## src/rtl/player_move_scheduler_if.sv

```systemverilog
// Wall-map query handshake between the player scheduler (master) and the maze map (slave).
interface player_move_scheduler_if;
  logic       req;
  logic [4:0] tx;
  logic [4:0] ty;
  logic       ack;
  logic       hit;

  modport master (output req, tx, ty, input ack, hit);
  modport slave  (input req, tx, ty, output ack, hit);
endinterface

```

## src/rtl/player_move_scheduler.sv

```systemverilog
// Pac-Man player tile-grid sequencer: buffers key intent, paces steps with a tick divider,
// checks walls at tile-aligned positions and commits pixel steps to the sprite position.
module player_move_scheduler #(
  parameter int TILE        = 20,
  parameter int COLS        = 32,
  parameter int ROWS        = 24,
  parameter int SPEED       = 1,
  parameter int TICK_DIV    = 100000,
  parameter int START_TX    = 1,
  parameter int START_TY    = 1,
  parameter int ACK_TIMEOUT = 15
) (
  input  logic                    clk,
  input  logic                    reset,
  input  logic                    w,
  input  logic                    a,
  input  logic                    s,
  input  logic                    d,
  input  logic                    enable,
  player_move_scheduler_if.master wall,
  output logic [9:0]              x,
  output logic [8:0]              y,
  output logic [1:0]              player_direction,
  output logic                    moving,
  output logic                    step
);
  // dir[1] selects the horizontal axis, dir[0] the positive direction; opposite = dir ^ 1
  localparam logic [1:0] DIR_UP = 2'd0, DIR_DOWN = 2'd1, DIR_LEFT = 2'd2, DIR_RIGHT = 2'd3;
  localparam int OW = $clog2(TILE + 1);
  localparam int CW = $clog2(TICK_DIV);
  localparam int TW = $clog2(ACK_TIMEOUT + 1);

  typedef enum logic [1:0] {IDLE, REQ_PEND, REQ_CUR, STEP} state_t;
  state_t state, state_nxt;

  logic [CW-1:0] cnt;
  logic          tick;
  logic [4:0]    tile_x, tile_y, tx_n, ty_n;
  logic [OW-1:0] off_x, off_y, ox_n, oy_n;
  logic [1:0]    heading, head_nxt, pend_dir, q_dir, key_dir, launch_dir;
  logic          pend_vld, key_any;
  logic          armed, oob, req;
  logic [TW-1:0] timer;
  logic [4:0]    req_tx, req_ty, nb_tx, nb_ty;
  logic          nb_oob, mid, resolved, hit_eff;
  logic          launch, commit, consume, stop;

  assign tick = enable && (cnt == CW'(TICK_DIV - 1));

  always_ff @(posedge clk or negedge reset)
    if (!reset)      cnt <= '0;
    else if (enable) cnt <= tick ? '0 : cnt + 1'b1;

  always_comb begin
    key_any = !w || !s || !a || !d;
    key_dir = DIR_RIGHT;
    if (!w)      key_dir = DIR_UP;
    else if (!s) key_dir = DIR_DOWN;
    else if (!a) key_dir = DIR_LEFT;
  end

  always_comb begin
    nb_tx  = tile_x;
    nb_ty  = tile_y;
    nb_oob = 1'b0;
    case (launch_dir)
      DIR_UP:   if (tile_y == '0)              nb_oob = 1'b1; else nb_ty = tile_y - 1'b1;
      DIR_DOWN: if (tile_y == 5'(ROWS - 1))    nb_oob = 1'b1; else nb_ty = tile_y + 1'b1;
      DIR_LEFT: if (tile_x == '0)              nb_oob = 1'b1; else nb_tx = tile_x - 1'b1;
      default:  if (tile_x == 5'(COLS - 1))    nb_oob = 1'b1; else nb_tx = tile_x + 1'b1;
    endcase
  end

  assign mid      = heading[1] ? (off_x != '0) : (off_y != '0);
  // a silent map (timeout) and an off-grid neighbour both count as a wall
  assign resolved = armed && (oob || wall.ack || timer == TW'(ACK_TIMEOUT - 1));
  assign hit_eff  = oob || !wall.ack || wall.hit;

  always_comb begin
    state_nxt  = state;
    launch     = 1'b0;
    launch_dir = heading;
    commit     = 1'b0;
    consume    = 1'b0;
    stop       = 1'b0;
    head_nxt   = heading;
    case (state)
      IDLE: if (tick) begin
        if (mid) begin
          if (pend_vld && pend_dir == (heading ^ 2'b01)) begin
            head_nxt = pend_dir;
            consume  = 1'b1;
          end
          state_nxt = STEP;
        end else if (pend_vld && pend_dir != heading) begin
          launch     = 1'b1;
          launch_dir = pend_dir;
          state_nxt  = REQ_PEND;
        end else begin
          launch    = 1'b1;
          state_nxt = REQ_CUR;
        end
      end
      REQ_PEND:
        if (!armed) begin
          launch     = 1'b1;
          launch_dir = q_dir;
        end else if (resolved) begin
          if (!hit_eff) begin
            head_nxt  = q_dir;
            consume   = 1'b1;
            state_nxt = STEP;
          end else state_nxt = REQ_CUR;
        end
      REQ_CUR:
        // entered unarmed after a blocked turn, so the request drops for a cycle first
        if (!armed) launch = 1'b1;
        else if (resolved) begin
          if (!hit_eff) state_nxt = STEP;
          else begin
            stop      = 1'b1;
            state_nxt = IDLE;
          end
        end
      default: begin
        commit    = 1'b1;
        state_nxt = IDLE;
      end
    endcase
  end

  always_ff @(posedge clk or negedge reset)
    if (!reset) begin
      state    <= IDLE;
      heading  <= DIR_RIGHT;
      pend_vld <= 1'b0;
      pend_dir <= DIR_RIGHT;
    end else begin
      state   <= state_nxt;
      heading <= head_nxt;
      if (key_any) begin
        pend_vld <= 1'b1;
        pend_dir <= key_dir;
      end else if (consume) pend_vld <= 1'b0;
    end

  always_ff @(posedge clk or negedge reset)
    if (!reset) begin
      armed  <= 1'b0;
      oob    <= 1'b0;
      req    <= 1'b0;
      timer  <= '0;
      req_tx <= '0;
      req_ty <= '0;
      q_dir  <= DIR_RIGHT;
    end else if (launch) begin
      armed <= 1'b1;
      oob   <= nb_oob;
      req   <= !nb_oob;
      timer <= '0;
      q_dir <= launch_dir;
      if (!nb_oob) begin
        req_tx <= nb_tx;
        req_ty <= nb_ty;
      end
    end else if (resolved) begin
      armed <= 1'b0;
      req   <= 1'b0;
    end else if (armed) timer <= timer + 1'b1;

  always_comb begin
    tx_n = tile_x;
    ty_n = tile_y;
    ox_n = off_x;
    oy_n = off_y;
    case (heading)
      DIR_RIGHT: if (off_x == OW'(TILE - SPEED)) begin tx_n = tile_x + 1'b1; ox_n = '0; end
                 else ox_n = off_x + OW'(SPEED);
      DIR_DOWN:  if (off_y == OW'(TILE - SPEED)) begin ty_n = tile_y + 1'b1; oy_n = '0; end
                 else oy_n = off_y + OW'(SPEED);
      DIR_LEFT:  if (off_x == '0) begin tx_n = tile_x - 1'b1; ox_n = OW'(TILE - SPEED); end
                 else ox_n = off_x - OW'(SPEED);
      default:   if (off_y == '0) begin ty_n = tile_y - 1'b1; oy_n = OW'(TILE - SPEED); end
                 else oy_n = off_y - OW'(SPEED);
    endcase
  end

  always_ff @(posedge clk or negedge reset)
    if (!reset) begin
      tile_x <= 5'(START_TX);
      tile_y <= 5'(START_TY);
      off_x  <= '0;
      off_y  <= '0;
      x      <= 10'(START_TX * TILE);
      y      <= 9'(START_TY * TILE);
      moving <= 1'b0;
      step   <= 1'b0;
    end else begin
      step <= commit;
      if (commit) begin
        tile_x <= tx_n;
        tile_y <= ty_n;
        off_x  <= ox_n;
        off_y  <= oy_n;
        x      <= 10'(int'(tx_n) * TILE + int'(ox_n));
        y      <= 9'(int'(ty_n) * TILE + int'(oy_n));
        moving <= 1'b1;
      end else if (stop) moving <= 1'b0;
    end

  assign wall.req         = req;
  assign wall.tx          = req_tx;
  assign wall.ty          = req_ty;
  assign player_direction = heading;
endmodule

```

## src/flat_wrapper.sv

```systemverilog
// flat-port wrapper written by rule: the top's interface ports become plain ports
module player_move_scheduler_flat 
#(
  parameter int TILE        = 20,
  parameter int COLS        = 32,
  parameter int ROWS        = 24,
  parameter int SPEED       = 1,
  parameter int TICK_DIV    = 100000,
  parameter int START_TX    = 1,
  parameter int START_TY    = 1,
  parameter int ACK_TIMEOUT = 15
)
  (clk, reset, w, a, s, d, enable, x, y, player_direction, moving, step, wall_req, wall_tx, wall_ty, wall_ack, wall_hit);
  player_move_scheduler_if wall_i ();
  input  logic clk;
  input  logic reset;
  input  logic w;
  input  logic a;
  input  logic s;
  input  logic d;
  input  logic enable;
  output logic [9:0] x;
  output logic [8:0] y;
  output logic [1:0] player_direction;
  output logic moving;
  output logic step;
  output wire logic [$bits(wall_i.req)-1:0] wall_req;
  output wire logic [$bits(wall_i.tx)-1:0] wall_tx;
  output wire logic [$bits(wall_i.ty)-1:0] wall_ty;
  input wire logic [$bits(wall_i.ack)-1:0] wall_ack;
  input wire logic [$bits(wall_i.hit)-1:0] wall_hit;
  assign wall_req = wall_i.req;
  assign wall_tx = wall_i.tx;
  assign wall_ty = wall_i.ty;
  assign wall_i.ack = wall_ack;
  assign wall_i.hit = wall_hit;
  player_move_scheduler #(.TILE(TILE), .COLS(COLS), .ROWS(ROWS), .SPEED(SPEED), .TICK_DIV(TICK_DIV), .START_TX(START_TX), .START_TY(START_TY), .ACK_TIMEOUT(ACK_TIMEOUT)) u_core (.clk(clk), .reset(reset), .w(w), .a(a), .s(s), .d(d), .enable(enable), .wall(wall_i), .x(x), .y(y), .player_direction(player_direction), .moving(moving), .step(step));
endmodule
```

## config.mk

```make
export PLATFORM = sky130hd
export DESIGN_NAME = player_move_scheduler_flat
export DESIGN_NICKNAME = d
export VERILOG_FILES = /design/src/rtl/player_move_scheduler_if.sv /design/src/rtl/player_move_scheduler.sv /design/src/flat_wrapper.sv
export SDC_FILE = /design/constraint.sdc
export NUM_CORES = 1
export LEC_CHECK = 0
export ABC_AREA = 1
export CORE_MARGIN = 3
export CORE_UTILIZATION = 56
export DETAILED_ROUTE_END_ITERATION = 8
export GPL_TIMING_DRIVEN = 0
export PLACE_DENSITY = 0.77
export SETUP_SLACK_MARGIN = 0.1
export SYNTH_ARGS = -nofsm -noshare
export SYNTH_HDL_FRONTEND = slang
export SYNTH_SLANG_ARGS = --single-unit
```

## constraint.sdc

```tcl
create_clock -name clk -period 4.6 [get_ports clk]
set_input_delay 0.92 -clock clk [delete_from_list [all_inputs] [get_ports clk]]
set_output_delay 0.92 -clock clk [all_outputs]
set_load 0.01 [all_outputs]
```

# Yosys cells after proc, flatten, opt, wreduce, memory -nomap -nowiden
# Cells that the tools add are included.
# word_totals
reg_bits,84
inputBits,9
out_inout_bits,34
elab_cells,174
# op_classes
addsub,12
mul,2
eq_ne,25
muxes,76
n_bitwise,2
reduce_logical,37
# ops
op,count
two-way mux 5 bit,12
case mux 5 bit (2 select lines),6
two-way mux 2 bit,20
two-way mux 1 bit,28
"adder 5 x 1 -> 5 bit, second input constant",4
"equality test 5 bit, second input constant",4
zero test 5 bit,4
"subtractor 5 x 1 -> 5 bit, second input constant",4
"adder 17 x 1 -> 17 bit, second input constant",1
"equality test 17 bit, second input constant",1
two-way mux 17 bit,1
"inequality test 2 x 1 -> 1 bit, second input constant",8
two-way mux 4 bit,3
adder 10 x 6 -> 10 bit,1
nonzero test 5 bit,2
adder 9 x 6 -> 9 bit,1
"equality test 2 bit, second input constant",4
"multiplier 5 x 3 -> 8 bit, second input constant",1
case mux 2 bit (2 select lines),2
nonzero test 2 bit,4
logical OR 1 bit,7
"multiplier 5 x 3 -> 7 bit, second input constant",1
AND reduction 7 bit,1
"equality test 2 x 1 -> 1 bit, second input constant",3
other kinds (16),31

# Longest topological paths before layout
# logic_depth
depth_word,10
mapped_depth,21
mapped_depth_nobuf,21

# Least setup slack after synthesis
# Ideal clock, no wire load.
# synth_path
path_kind,reg2reg
from,reg (tool-made name)
to,reg u_core.x[8]
setup_ns,0.131
t_arrival_ns,3.067
t_required_ns,4.469
slack_ns,1.402
stages_incl_launch_ff,16
path_buffers,0
period_less_slack_ns,3.198
cell_sequence,dfrtp_1 > inv_1 > ha_1 > inv_1 > nor2_1 > nand2_4 > or2_2 > a221oi_1 > ha_1 > ha_1 > fa_1 > xor2_1 > nand2_1 > nor2_1 > xor2_1 > o21ai_1
# synth_rtl
item,line_no,rtl
"end signal, assigned",player_move_scheduler.sv:194,x <= 10'(START_TX * TILE);
"end signal, assigned",player_move_scheduler.sv:205,x <= 10'(int'(tx_n) * TILE + int'(ox_n));
"end, declared",player_move_scheduler.sv:21,"output logic [9:0] x,"

==> results.ini <==
[status]
outcome=finished clean

[synth]
synthCells=780
synth_warnings=0
syn_nets=832
synthFlopType=dfrtp_1
yosysSeqAreaShare_pct=33.70
async_flop_share_pct=100.0
postSynthAreaPerCell_um2=7.674
synth_top_area_share_pct=28.43
synth_cell_types=47
synth.area.top_cells=dfrtp_1, nand2_1, ha_1
syn_area_um2=5986
synth_top_cell_by_area=dfrtp_1
synth_seq_cells=80
synth_enable_flop_cells=0

[finish]
final_layout_size_suffix_gt1_share_pct=10.50
fin_nets=885
layout.cells.most_common=nand2_1
layout_common_cells=nand2_1, inv_1, dfrtp_1
fillers=928
area_growth_pct=13.13
diodes=0

[critical_path]
arrival_ns=4.02
cp.required_ns=4.87
r2r_cells=18
rrSetupSlack_ns=0.85
crit_fanout=6
worstSetupPathType=reg -> reg
r2r-start=u_core.y[0]$_DFFE_PN0P_
end_kind=register
critPathLaunchType=register
rr_endpoint=u_core.y[8]$_DFFE_PN0P_

[placement]
place.gp.congestion=0.9053
dp_slack_ns=0.8975
hpwlAfterDp_mm=10.65
portBuffers=41

[sta]
fmax_mhz=267.0
finalSetupViolCount=0
slew_violations=0
worst_pin_slew_ns=0.8850
relSlewSlack_pct=40.55
hold_violations=0
finalWorstSetupSlack_ns=0.8542
rsz0062_at_grt=no
skew_ns=0.01311
fin_crit_ns=3.746
period_share_pct=81.43
whs_ns=0.4707

[route]
vias=5280
wirelength_mm=13.95
drt_iter0_markers=315
drc_errors=0
dr.pass1.iters=5
ant_nets=0
vias_per_cell=5.421
wl_per_cell_um=14.33

[clock_network]
cts_max_path_buffers=2
cts_sinks=80
cts_tree=yes
cts_root_buffer=clkbuf_8
ctsHoldBuffers=0
cts_setup_buffers=0
clkLatencyLatePin_ns=0.38
cts.clk_slew.worst_paths_ns=0.08
h-tree-depth=3
cts_inserted_buffers=9
cts-resized-gates=0

[floorplanning]
pin_count=43
rows=37
die_w_um=109.4
coreArea_um2=10370
die_h_um=109.4
dieArea_um2=11970
initial_core_util_pct=57.72

[min_path]
whs_path_depth=2
worstHoldPathType=reg -> reg
hold_path_end=u_core.y[2]$_DFFE_PN1P_
min_from=u_core.y[2]$_DFFE_PN1P_

[pwr]
power_density_nw_per_um2=209.3
leakage_nw=3.308
ir_worst_vdd_mv=0.1647

[global_route]
grt_pass1_wl_mm=23.99
grt_usage_pct=24.94
grt_pass1_vias=5238
grt_antenna_before_repair=0
grt_start_max_net_pins=47
overflow=0

[run]
max_cap_violations=0

flip-flops by register name, summed over array words and instances, names as in the netlist, 2 cells and up, named ones only:
signal and count:
u_core.wall.tx 5, u_core.off_y 3, u_core.cnt 17, u_core.off_x 3
u_core.tile_x 5, u_core.state 2, u_core.pend_dir 2, u_core.tile_y 5
u_core.timer 4, u_core.q_dir 2, u_core.wall.ty 5, u_core.y 9
u_core.x 8, u_core.player_direction 2
routing by layer:
metal  routed length (um)  global-route usage [%]
met1                 6451                   33.11
met4                  229                   8.370
met2                 6641                   41.41
met5                    0                       0
met3                  630                   4.228
worst max-delay path, cell delays in order, from the launching register on:
cell and delay, ns:
dfrtp_1 0.42, inv_1 0.16, ha_1 0.17, inv_1 0.04
nor2_1 0.08, nand2_1 0.12, nor2_1 0.38, inv_1 0.16
a31oi_1 0.40, ha_1 0.32, ha_1 0.23, fa_1 0.54
inv_1 0.07, nor2_1 0.10, nand2_1 0.07, xor2_1 0.16
o21ai_0 0.10, nand2_1 0.09, nand2_1 0.05
worst max path at each step:
stage                             from                 endpoint  slack, ns  depth (start not counted)
3_3_place_gp                     reset  u_core.x[6]$_DFFE_PN0P_      -0.23                          1
6_report       u_core.y[0]$_DFFE_PN0P_  u_core.y[8]$_DFFE_PN0P_       0.85                         18
5_1_grt        u_core.y[0]$_DFFE_PN0P_  u_core.y[8]$_DFFE_PN0P_       0.39                         18
3_5_place_dp                  register  u_core.x[9]$_DFFE_PN0P_       0.90                         18
4_1_cts        u_core.y[0]$_DFFE_PN0P_  u_core.y[8]$_DFFE_PN0P_       0.88                         18
2_1_floorplan                 register  u_core.x[8]$_DFFE_PN0P_       1.40                         15
where the power goes:
part           internal, mW  total (mW)  switching, mW
Combinational        0.0491       0.129         0.0801
Sequential            0.740       0.786         0.0456
Clock                 0.242       0.502          0.260
Total                  1.03        1.42          0.386
cell type report:
class	count	area [um^2]	area share, %
clock buffers	16	180.2	2.661
plain buffers	29	180.2	2.661
multi-input cells	564	3382	49.94
inverters	107	406.6	6.005
repair buffers	42	435.4	6.430
well taps	136	170.2	2.513
flip-flops and latches	80	2017	29.79
per-stage QoR:
stage          TNS (ns)  total power, mW  instances  instance area [um^2]  utilization [%]
2_1_floorplan         0           0.8792        780                  5986                -
3_3_place_gp     -15.62           0.9193        957                  6566            63.32
3_5_place_dp          0           0.9283        958                  6591            63.56
4_1_cts               0            1.422        974                  6771            65.30
5_1_grt               0            1.478        974                  6771            65.30
6_report              0            1.417        974                  6771            65.30
logic make-up (layout without fill, tap and decap cells):
kind of cell | Yosys count | after routing | synth area share, %
and+or+nand+nor | 348 | 348 | 27.95
buffers and inverters | 136 | 194 | 9.803
adders and majority gates | 43 | 43 | 9.490
xor gates and xnor gates | 38 | 38 | 5.560
AOI/OAI and AO/OA | 135 | 135 | 13.50
DFF | 80 | 80 | 33.70
Yosys cell counts, types with 5 or more instances:
cell	n
nand2_1	172
inv_1	103
dfrtp_1	68
nor2_1	60
o21ai_0	56
nand3_1	50
ha_1	39
xor2_1	31
a21oi_1	28
nor3_1	18
dfstp_2	12
o21bai_1	10
buf_4	9
clkbuf_1	8
nand3_2	8
nor2_4	7
xnor2_1	7
buf_2	6
nand2_4	6
nand4_1	6
o22ai_1	6
a22oi_1	5
nand3b_1	5
(Power assumes the default switching activity.)
